<file path="src/rtl/stopwatch_pkg.sv">
// Shared types and limits for the stopwatch sequencer.
package stopwatch_pkg;

  typedef enum logic [1:0] {
    ST_IDLE    = 2'd0,
    ST_RUNNING = 2'd1,
    ST_PAUSED  = 2'd2
  } state_e;

  localparam int unsigned TIME_W  = 8;
  localparam int unsigned MIL_MAX = 99;
  localparam int unsigned SEC_MAX = 59;
  localparam int unsigned MIN_MAX = 59;

endpackage

</file>
<file path="src/rtl/stopwatch_ctrl_button_cond.sv">
// Push-button conditioner: 2-flop synchronizer, optional stable-level filter
// (STOPWATCH_DEBOUNCE_EN) and registered rising-edge detector.
module button_cond #(
  parameter int unsigned DEBOUNCE_CYCLES = 500_000
) (
  input  logic clk,
  input  logic rst,
  input  logic btn,
  output logic evt
);

  logic [1:0] sync_q, sync_d;
  logic       prev_q, prev_d;
  logic       evt_q, evt_d;
  logic       level;

`ifdef STOPWATCH_DEBOUNCE_EN
  localparam int unsigned DB_W   = $clog2(DEBOUNCE_CYCLES + 1);
  localparam int unsigned SETTLE = DEBOUNCE_CYCLES + 4;

  logic [DB_W-1:0] db_cnt_q, db_cnt_d;
  logic            filt_q, filt_d;

  // Output follows the input only after it holds a new level long enough.
  always_comb begin
    db_cnt_d = '0;
    filt_d   = filt_q;
    if (sync_q[1] != filt_q) begin
      if (db_cnt_q == DB_W'(DEBOUNCE_CYCLES - 1)) begin
        filt_d = sync_q[1];
      end else begin
        db_cnt_d = db_cnt_q + DB_W'(1);
      end
    end
  end

  always_ff @(posedge clk or posedge rst) begin
    if (rst) begin
      db_cnt_q <= '0;
      filt_q   <= 1'b0;
    end else begin
      db_cnt_q <= db_cnt_d;
      filt_q   <= filt_d;
    end
  end

  assign level = filt_q;
`else
  localparam int unsigned SETTLE = 3;

  logic unused_db;
  assign unused_db = ^DEBOUNCE_CYCLES;
  assign level     = sync_q[1];
`endif

  localparam int unsigned ST_W = $clog2(SETTLE + 1);

  // Edges are blanked until the pipeline has flushed, so a button held
  // through reset release never looks like a fresh press.
  logic [ST_W-1:0] settle_q, settle_d;
  logic            settled;

  assign settled = (settle_q == ST_W'(SETTLE));

  always_comb begin
    sync_d   = {sync_q[0], btn};
    prev_d   = level;
    evt_d    = settled & level & ~prev_q;
    settle_d = settled ? settle_q : settle_q + ST_W'(1);
  end

  always_ff @(posedge clk or posedge rst) begin
    if (rst) begin
      sync_q   <= '0;
      prev_q   <= 1'b0;
      evt_q    <= 1'b0;
      settle_q <= '0;
    end else begin
      sync_q   <= sync_d;
      prev_q   <= prev_d;
      evt_q    <= evt_d;
      settle_q <= settle_d;
    end
  end

  assign evt = evt_q;

endmodule

</file>
<file path="src/rtl/stopwatch_ctrl.sv">
// Stopwatch sequencer: start/pause/clear FSM, 100 Hz prescaler and min:sec:mil
// counters. Button debounce is enabled with STOPWATCH_DEBOUNCE_EN.
module stopwatch_ctrl
  import stopwatch_pkg::*;
#(
  parameter int unsigned CLK_HZ          = 50_000_000,
  parameter int unsigned TICK_HZ         = 100,
  parameter int unsigned DEBOUNCE_CYCLES = 500_000
) (
  input  logic              mclk,
  input  logic              reset,
  input  logic              b_start,
  input  logic              b_lap,
  input  logic              b_clear,
  output logic              run,
  output logic              lap_pulse,
  output logic [TIME_W-1:0] min,
  output logic [TIME_W-1:0] sec,
  output logic [TIME_W-1:0] mil,
  output logic              overflow
);

  localparam int unsigned DIV = CLK_HZ / TICK_HZ;
  localparam int unsigned PW  = $clog2(DIV);

  logic start_evt, lap_evt, clear_evt;

  button_cond #(.DEBOUNCE_CYCLES(DEBOUNCE_CYCLES)) u_start (
    .clk(mclk), .rst(reset), .btn(b_start), .evt(start_evt)
  );
  button_cond #(.DEBOUNCE_CYCLES(DEBOUNCE_CYCLES)) u_lap (
    .clk(mclk), .rst(reset), .btn(b_lap), .evt(lap_evt)
  );
  button_cond #(.DEBOUNCE_CYCLES(DEBOUNCE_CYCLES)) u_clear (
    .clk(mclk), .rst(reset), .btn(b_clear), .evt(clear_evt)
  );

  state_e            state_q, state_d;
  logic [PW-1:0]     presc_q, presc_d;
  logic [TIME_W-1:0] min_q, min_d, sec_q, sec_d, mil_q, mil_d;
  logic              run_q, run_d, lap_q, lap_d, ovf_q, ovf_d;
  logic              tick;

  always_comb begin
    state_d = state_q;
    presc_d = presc_q;
    min_d   = min_q;
    sec_d   = sec_q;
    mil_d   = mil_q;
    lap_d   = 1'b0;
    ovf_d   = 1'b0;
    tick    = (state_q == ST_RUNNING) && (presc_q == PW'(DIV - 1));

    // Clear beats start when paused; start beats lap when running.
    case (state_q)
      ST_IDLE:    if (start_evt) state_d = ST_RUNNING;
      ST_RUNNING: begin
        if (start_evt)    state_d = ST_PAUSED;
        else if (lap_evt) lap_d   = 1'b1;
      end
      ST_PAUSED: begin
        if (clear_evt)      state_d = ST_IDLE;
        else if (start_evt) state_d = ST_RUNNING;
      end
      default:    state_d = ST_IDLE;
    endcase

    if (state_q == ST_RUNNING) presc_d = tick ? '0 : presc_q + PW'(1);

    // All carries resolve in one update.
    if (tick) begin
      if (mil_q == TIME_W'(MIL_MAX)) begin
        mil_d = '0;
        if (sec_q == TIME_W'(SEC_MAX)) begin
          sec_d = '0;
          if (min_q == TIME_W'(MIN_MAX)) begin
            min_d = '0;
            ovf_d = 1'b1;
          end else begin
            min_d = min_q + TIME_W'(1);
          end
        end else begin
          sec_d = sec_q + TIME_W'(1);
        end
      end else begin
        mil_d = mil_q + TIME_W'(1);
      end
    end

    if (state_d == ST_IDLE && state_q != ST_IDLE) begin
      presc_d = '0;
      min_d   = '0;
      sec_d   = '0;
      mil_d   = '0;
    end

    run_d = (state_d == ST_RUNNING);
  end

  always_ff @(posedge mclk or posedge reset) begin
    if (reset) begin
      state_q <= ST_IDLE;
      presc_q <= '0;
      min_q   <= '0;
      sec_q   <= '0;
      mil_q   <= '0;
      run_q   <= 1'b0;
      lap_q   <= 1'b0;
      ovf_q   <= 1'b0;
    end else begin
      state_q <= state_d;
      presc_q <= presc_d;
      min_q   <= min_d;
      sec_q   <= sec_d;
      mil_q   <= mil_d;
      run_q   <= run_d;
      lap_q   <= lap_d;
      ovf_q   <= ovf_d;
    end
  end

  assign run       = run_q;
  assign lap_pulse = lap_q;
  assign min       = min_q;
  assign sec       = sec_q;
  assign mil       = mil_q;
  assign overflow  = ovf_q;

endmodule

</file>
<file path="config.mk">
export PLATFORM = sky130hd
export DESIGN_NAME = stopwatch_ctrl
export DESIGN_NICKNAME = d
export VERILOG_FILES = /design/src/rtl/stopwatch_pkg.sv /design/src/rtl/stopwatch_ctrl_button_cond.sv /design/src/rtl/stopwatch_ctrl.sv
export SDC_FILE = /design/constraint.sdc
export NUM_CORES = 1
export LEC_CHECK = 0
export CAP_MARGIN = 10
export CORE_ASPECT_RATIO = 1.1
export CORE_MARGIN = 2
export CORE_UTILIZATION = 30
export DETAILED_ROUTE_END_ITERATION = 12
export MAX_ROUTING_LAYER = met4
export PLACE_DENSITY_LB_ADDON = 0.08
export SKIP_CTS_REPAIR_TIMING = 1
export SLEW_MARGIN = 20
export SYNTH_ARGS = -nofsm -noshare
export SYNTH_HDL_FRONTEND = slang
export SYNTH_SLANG_ARGS = --single-unit
</file>
<file path="constraint.sdc">
create_clock -name mclk -period 6 [get_ports mclk]
set_input_delay 0.9 -clock mclk [delete_from_list [all_inputs] [get_ports mclk]]
set_output_delay 0.9 -clock mclk [all_outputs]
set_load 0.005 [all_outputs]
</file>
# After elaboration in Yosys (flattened, before gate mapping)
# Cells that the tools add are included.
# W data, S select, Z words.
op_classes:
  n_addsub: 7
  eq_ne: 10
  n_mux: 26
  n_bitwise: 9
  reduce_logical: 11
ops:
  columns: ["cell", "n"]
  rows:
  - ["$mux W8", 12]
  - ["$mux W19", 3]
  - ["$add A8 B1 Y8 const B", 3]
  - ["$add A19 B1 Y19 const B", 1]
  - ["$eq A19 B19 Y1 const B", 1]
  - ["$eq A8 B6 Y1 const B", 2]
  - ["$reduce_bool A2 Y1", 5]
  - ["$eq A2 B2 Y1 const B", 4]
  - ["$eq A8 B7 Y1 const B", 1]
  - ["$mux W1", 7]
  - ["$add A2 B1 Y2 const B", 3]
  - ["$and A1 B1 Y1", 6]
  - ["$mux W2", 3]
  - ["$pmux W2 S3", 1]
  - ["$eq A2 B1 Y1 const B", 2]
  - ["$logic_not A2 Y1", 2]
  - ["$not A1 Y1", 3]
  - ["$reduce_and A3 Y1", 1]
  - ["$logic_and A1 B1 Y1", 2]
  - ["$reduce_and A2 Y1", 1]
word_totals:
  ff_bits: 66
  in_bits: 5
  out_inout_bits: 27
  wordCells: 83

# Depth between registers and ports, before layout
logic_depth:
  ltp_word: 7
  ltp_mapped: 8
  mapped_depth_nobuf: 6

# By module
# From an unflattened synthesis, not the netlist that was laid out.
hier_totals:
  cells_unflattened: 306
  hier_area_um2: 3179.3
modules_own_cells:
  columns: ["mod", "n_inst", "cells_each", "area_per_inst_um2", "seq_area_each_um2"]
  rows:
  - ["stopwatch_ctrl", 1, 273, 2578.7, 1201.2]
  - ["button_cond", 3, 11, 200.2, 150.1]

# Worst setup path after synthesis
# No wires, ideal clock.
synth_path:
  path_kind: "flip-flop to flip-flop"
  startpoint: "register presc_q[0]"
  endpoint: "register sec_q[4] (netlist: sec[4])"
  setup_time_ps: 95
  t_arrival_ps: 1704
  t_required_ps: 5905
  slack_ps: 4201
  path_stages_with_launch: 9
  n_path_buf: 2
  period_less_slack_ps: 1799
  path_cell_list: "dfrtp_1 > ha_1 > and4_1 > buf_2 > and4_1 > a31oi_1 > clkbuf_1 > o21ai_0 > o31ai_1"
synth_via:
  elab_chain_len: 4
synth_lines:
  columns: ["element", "line", "source"]
  rows:
  - ["start: declaration", "stopwatch_ctrl.sv:39", "logic [PW-1:0] presc_q, presc_d;"]
  - ["start signal: assignment", "stopwatch_ctrl.sv:112", "presc_q <= presc_d;"]
  - ["$eq A19 B19 Y1", "stopwatch_ctrl.sv:52", "tick = (state_q == ST_RUNNING) && (presc_q == PW'(DIV - 1));"]
  - ["$logic_and A1 B1 Y1", "stopwatch_ctrl.sv:52", null]
  - ["$reduce_bool A2 Y1 (no source line)", null, null]
  - ["$reduce_and A2 Y1 (no source line)", null, null]
  - ["end signal: assignment", "stopwatch_ctrl.sv:105", "sec_q <= '0;"]
  - ["end signal: assignment", "stopwatch_ctrl.sv:114", "sec_q <= sec_d;"]
  - ["end: declaration", "stopwatch_ctrl.sv:40", "logic [TIME_W-1:0] min_q, min_d, sec_q, sec_d, mil_q, mil_d;"]
# Every way passes these cells.
# A chain may end at the register's enable or synchronous reset.

# Worst setup path in the final report
layout_path:
  startpoint: "register presc_q[0]"
  endpoint: "register sec_q[6] (netlist: sec[6])"
# The elaborated chain is that of the path after synthesis.

==> impl_metrics.csv <==
group,metric,value,unit
outcome,status,"finished, final reports clean",
clock_tree,cts_tree,"done",
clock_tree,clk_pin_slew_worst_paths,0.06,ns
critical_path,r2r_cells,6,
clock_tree,cts.sinks,66,
timing,rsz0062_at_grt,"no",
yosys,syn_avg_cell_area,10.31,sq um
cells_and_area,layout-drive-gt1-share,11.71,%
power_and_ir_drop,power.share.clock,47.7,%
floorplan,die_w,102.2,um
cells_and_area,nets,357,
global_route,grt_pass1_vias,2455,
yosys,synthCells,309,
detailed_routing,wire_per_inst,14.96,um
power_and_ir_drop,p_seq_share,40.4,%
power_and_ir_drop,switching_share,26.98,%
power_and_ir_drop,power.leakage,1.654,nW
yosys,ys_top_cells_by_count,"66 x dfrtp_1, 31 x nor2_1, 27 x nand2_1",
critical_path,cp_slowest_cell,"a31oi_1",
floorplan,rows,39,
yosys,yosys_most_used_dff,"dfrtp_1",
clock_tree,ctsLongestPathBuffers,2,
timing,skew,0.008691,ns
cells_and_area,syn_to_final_growth,25.23,%
timing,clock.fmax,0.4299,GHz
clock_tree,h-tree-depth,3,
critical_path,worstSetupEndpointType,"flop",
global_route,antenna_found_initial,0,
yosys,seq_area_frac_synth,51.87,%
yosys,yosysTopAreaCellShare,51.87,%
yosys,ys_ff_latch,66,
critical_path,startpoint,"presc_q[0]",
critical_path,timing.rr.end,"sec[6]",
detailed_routing,drt_iter0_drc,153,
critical_path,arrival,2.56,ns
yosys,async_reset_ff_share,100.0,%
timing,hold_ws,0.3457,ns
global_route,grt_max_degree,67,
detailed_routing,route.met3.wl,212,um
yosys,netlist_area,3184,sq um
placed_design,io_buffers,31,
yosys,yosysUniqueCellTypes,54,
floorplan,die_area,11460,sq um
detailed_routing,dr.pass1.iters,4,
clock_tree,insertion_delay,0.33,ns
job,maxCapViolCount,0,
timing,fin_tns_setup,0,ns
detailed_routing,highest_layer,"met4",
floorplan,initial_core_util,30.78,%
yosys,ys.warnings.count,0,
placed_design,dp_hpwl,4975,um
global_route,grt_pass1_wl,12490,um
timing,setup_viol,0,
yosys,syn-num-nets,321,
floorplan,core_area,10340,sq um
critical_path,worstPathRequired,6.24,ns
timing,max-slew-margin-rel,37.50,%
cells_and_area,n_antenna_cell,0,
yosys,yosysTopAreaCell,"dfrtp_1",
detailed_routing,drt-met1-wl,3448,um
timing,finalHoldViolCount,0,
floorplan,die_y,112.1,um
timing,finalMaxSlewViolations,0,
placed_design,gp_congestion,0.7593,
power_and_ir_drop,p_sw,0.0003351,W
critical_path,cp-endpoint,"sec[6]",
detailed_routing,antenna_left,0,
critical_path,crit_path_cell_trace,"ha_1 > and4_1 > and4_1 > a31oi_1 > o21ai_0 > o31ai_1",
critical_path,cp_max_fo,11,
timing,worst_pin_slew,0.9332,ns
critical_path,cpMostUsedCell,"and4_1",
detailed_routing,wl_met2,3598,um
power_and_ir_drop,p_comb_share,11.9,%
yosys,synth_area_leaders,"dfrtp_1 52%, nand3_1 4.1%, nor2_1 3.7%",
critical_path,max_stage_delay,0.77,ns
clock_tree,cts_buffers,9,
detailed_routing,drc_errors,0,
power_and_ir_drop,ir_worst_vdd,0.1157,mV
yosys,yosys.cell_count.top_type,"dfrtp_1",
timing,min_period,2.326,ns
global_route,grtUsageTotal,14.41,%
power_and_ir_drop,internal_power,0.0009067,W
floorplan,ios,32,
global_route,overflow,0,
critical_path,cp-start-kind,"flop",
yosys,synth-edff-count,0,
critical_path,r2r_start,"presc_q[0]",
critical_path,path_class,"reg -> reg",
power_and_ir_drop,p_per_area,311.4,nW/um^2
cells_and_area,fin_util,38.55,%
detailed_routing,vias,2455,
hold_path,hp-class,"reg -> reg",
clock_tree,clockRootBuffer,"clkbuf_16",
timing,finalCritPeriodShare,38.77,%
detailed_routing,wl,7374,um
critical_path,r2r_slack,3.67,ns
detailed_routing,vias_per_cell,4.980,
-- cells by family (layout without fill, tap and decap cells) --
group / count (synthesis) / in the layout / synth area share, %
flip-flops: 66 / 66 / 51.87
multiplexers: 3 / 3 / 1.061
adder cells (fa/ha/maj): 7 / 7 / 2.750
buffers and inverters: 14 / 55 / 1.925
AND/OR/NAND/NOR: 144 / 144 / 25.03
XOR/XNOR: 20 / 20 / 5.501
AO/OA/AOI/OAI: 55 / 55 / 11.87
-- worst max-delay path: cells and delay by family, from the launching register on --
family          cells  cell delay (ns)
flops               1             0.40
compound gates      3             1.09
fa+ha+maj           1             0.24
simple gates        2             0.52
-- placed cells by master (no fill, tap or decap), types with 7 or more instances in the layout --
cell,instances
clkbuf_16,9
clkdlybuf4s50_1,31
o31ai_1,8
nand2_1,27
and3_1,7
xor2_1,7
nor2_1,31
ha_1,7
dfrtp_1,66
nand3_1,26
o21ai_0,19
nand4_1,9
xnor2_1,13
nor3_1,7
-- how the worst min path moves through the flow --
stage | start | cells after the start | end | slack, ns
final | u_clear.sync_q[0] | 0 | u_clear.sync_q[1] | 0.35
after global placement | u_start.sync_q[0] | 0 | u_start.sync_q[1] | 0.33
after floorplan | u_clear.sync_q[0] | 0 | u_clear.sync_q[1] | 0.33
after detailed placement | u_start.sync_q[0] | 0 | u_start.sync_q[1] | 0.34
after CTS | u_clear.sync_q[0] | 0 | u_clear.sync_q[1] | 0.35
after global routing | u_start.sync_q[0] | 0 | u_start.sync_q[1] | 0.36
-- layout make-up --
| type | instances | area, sq um |
|---|---|---|
| fillers | 1062 | 6357 |
| flip-flops and latches | 66 | 1652 |
| multi-input cells | 229 | 1471 |
| repair buffers | 34 | 332.8 |
| clock buffers | 10 | 239.0 |
| well taps | 143 | 178.9 |
| clock inverters | 6 | 95.09 |
| inverters | 5 | 18.77 |
-- sequential cells by signal, indices dropped and copies added (netlist names) --
signal	cells
u_clear.settle_q	2
u_clear.evt	1
u_lap.settle_q	2
u_start.sync_q	2
u_lap.sync_q	2
u_start.evt	1
u_clear.sync_q	2
sec	8
lap_pulse	1
u_start.settle_q	2
u_lap.prev_q	1
overflow	1
u_clear.prev_q	1
u_lap.evt	1
presc_q	19
mil	8
u_start.prev_q	1
state_q	2
run	1
min	8
-- metrics by stage --
step | setup WS (ns) | instances | total power, W | cell area, sq um
detailed placement | 3.692 | 477 | 0.0006621 | 3654
global route | 3.494 | 493 | 0.001304 | 3988
CTS | 3.669 | 493 | 0.001263 | 3988
global placement | 3.719 | 477 | 0.0006609 | 3654
finish | 3.674 | 493 | 0.001242 | 3988
floorplan | 3.445 | 309 | 0.0006117 | 3184
-- routing by layer --
layer  vias up  global-route usage, %
met4         0                  5.333
met5         -                      -
met2        32                  22.28
met3        10                  3.362
li1       1203                      -
met1      1210                  18.40
-- power groups by stage --
stage	Combinational (W)	Sequential [W]	Clock (W)
finish	0.000148	0.000502	0.000592
global route	0.000170	0.000506	0.000628
CTS	0.000152	0.000501	0.000609
detailed placement	0.000153	0.000509	0
global placement	0.000151	0.000510	0
floorplan	0.000119	0.000493	0
(Power assumes the default switching activity.)
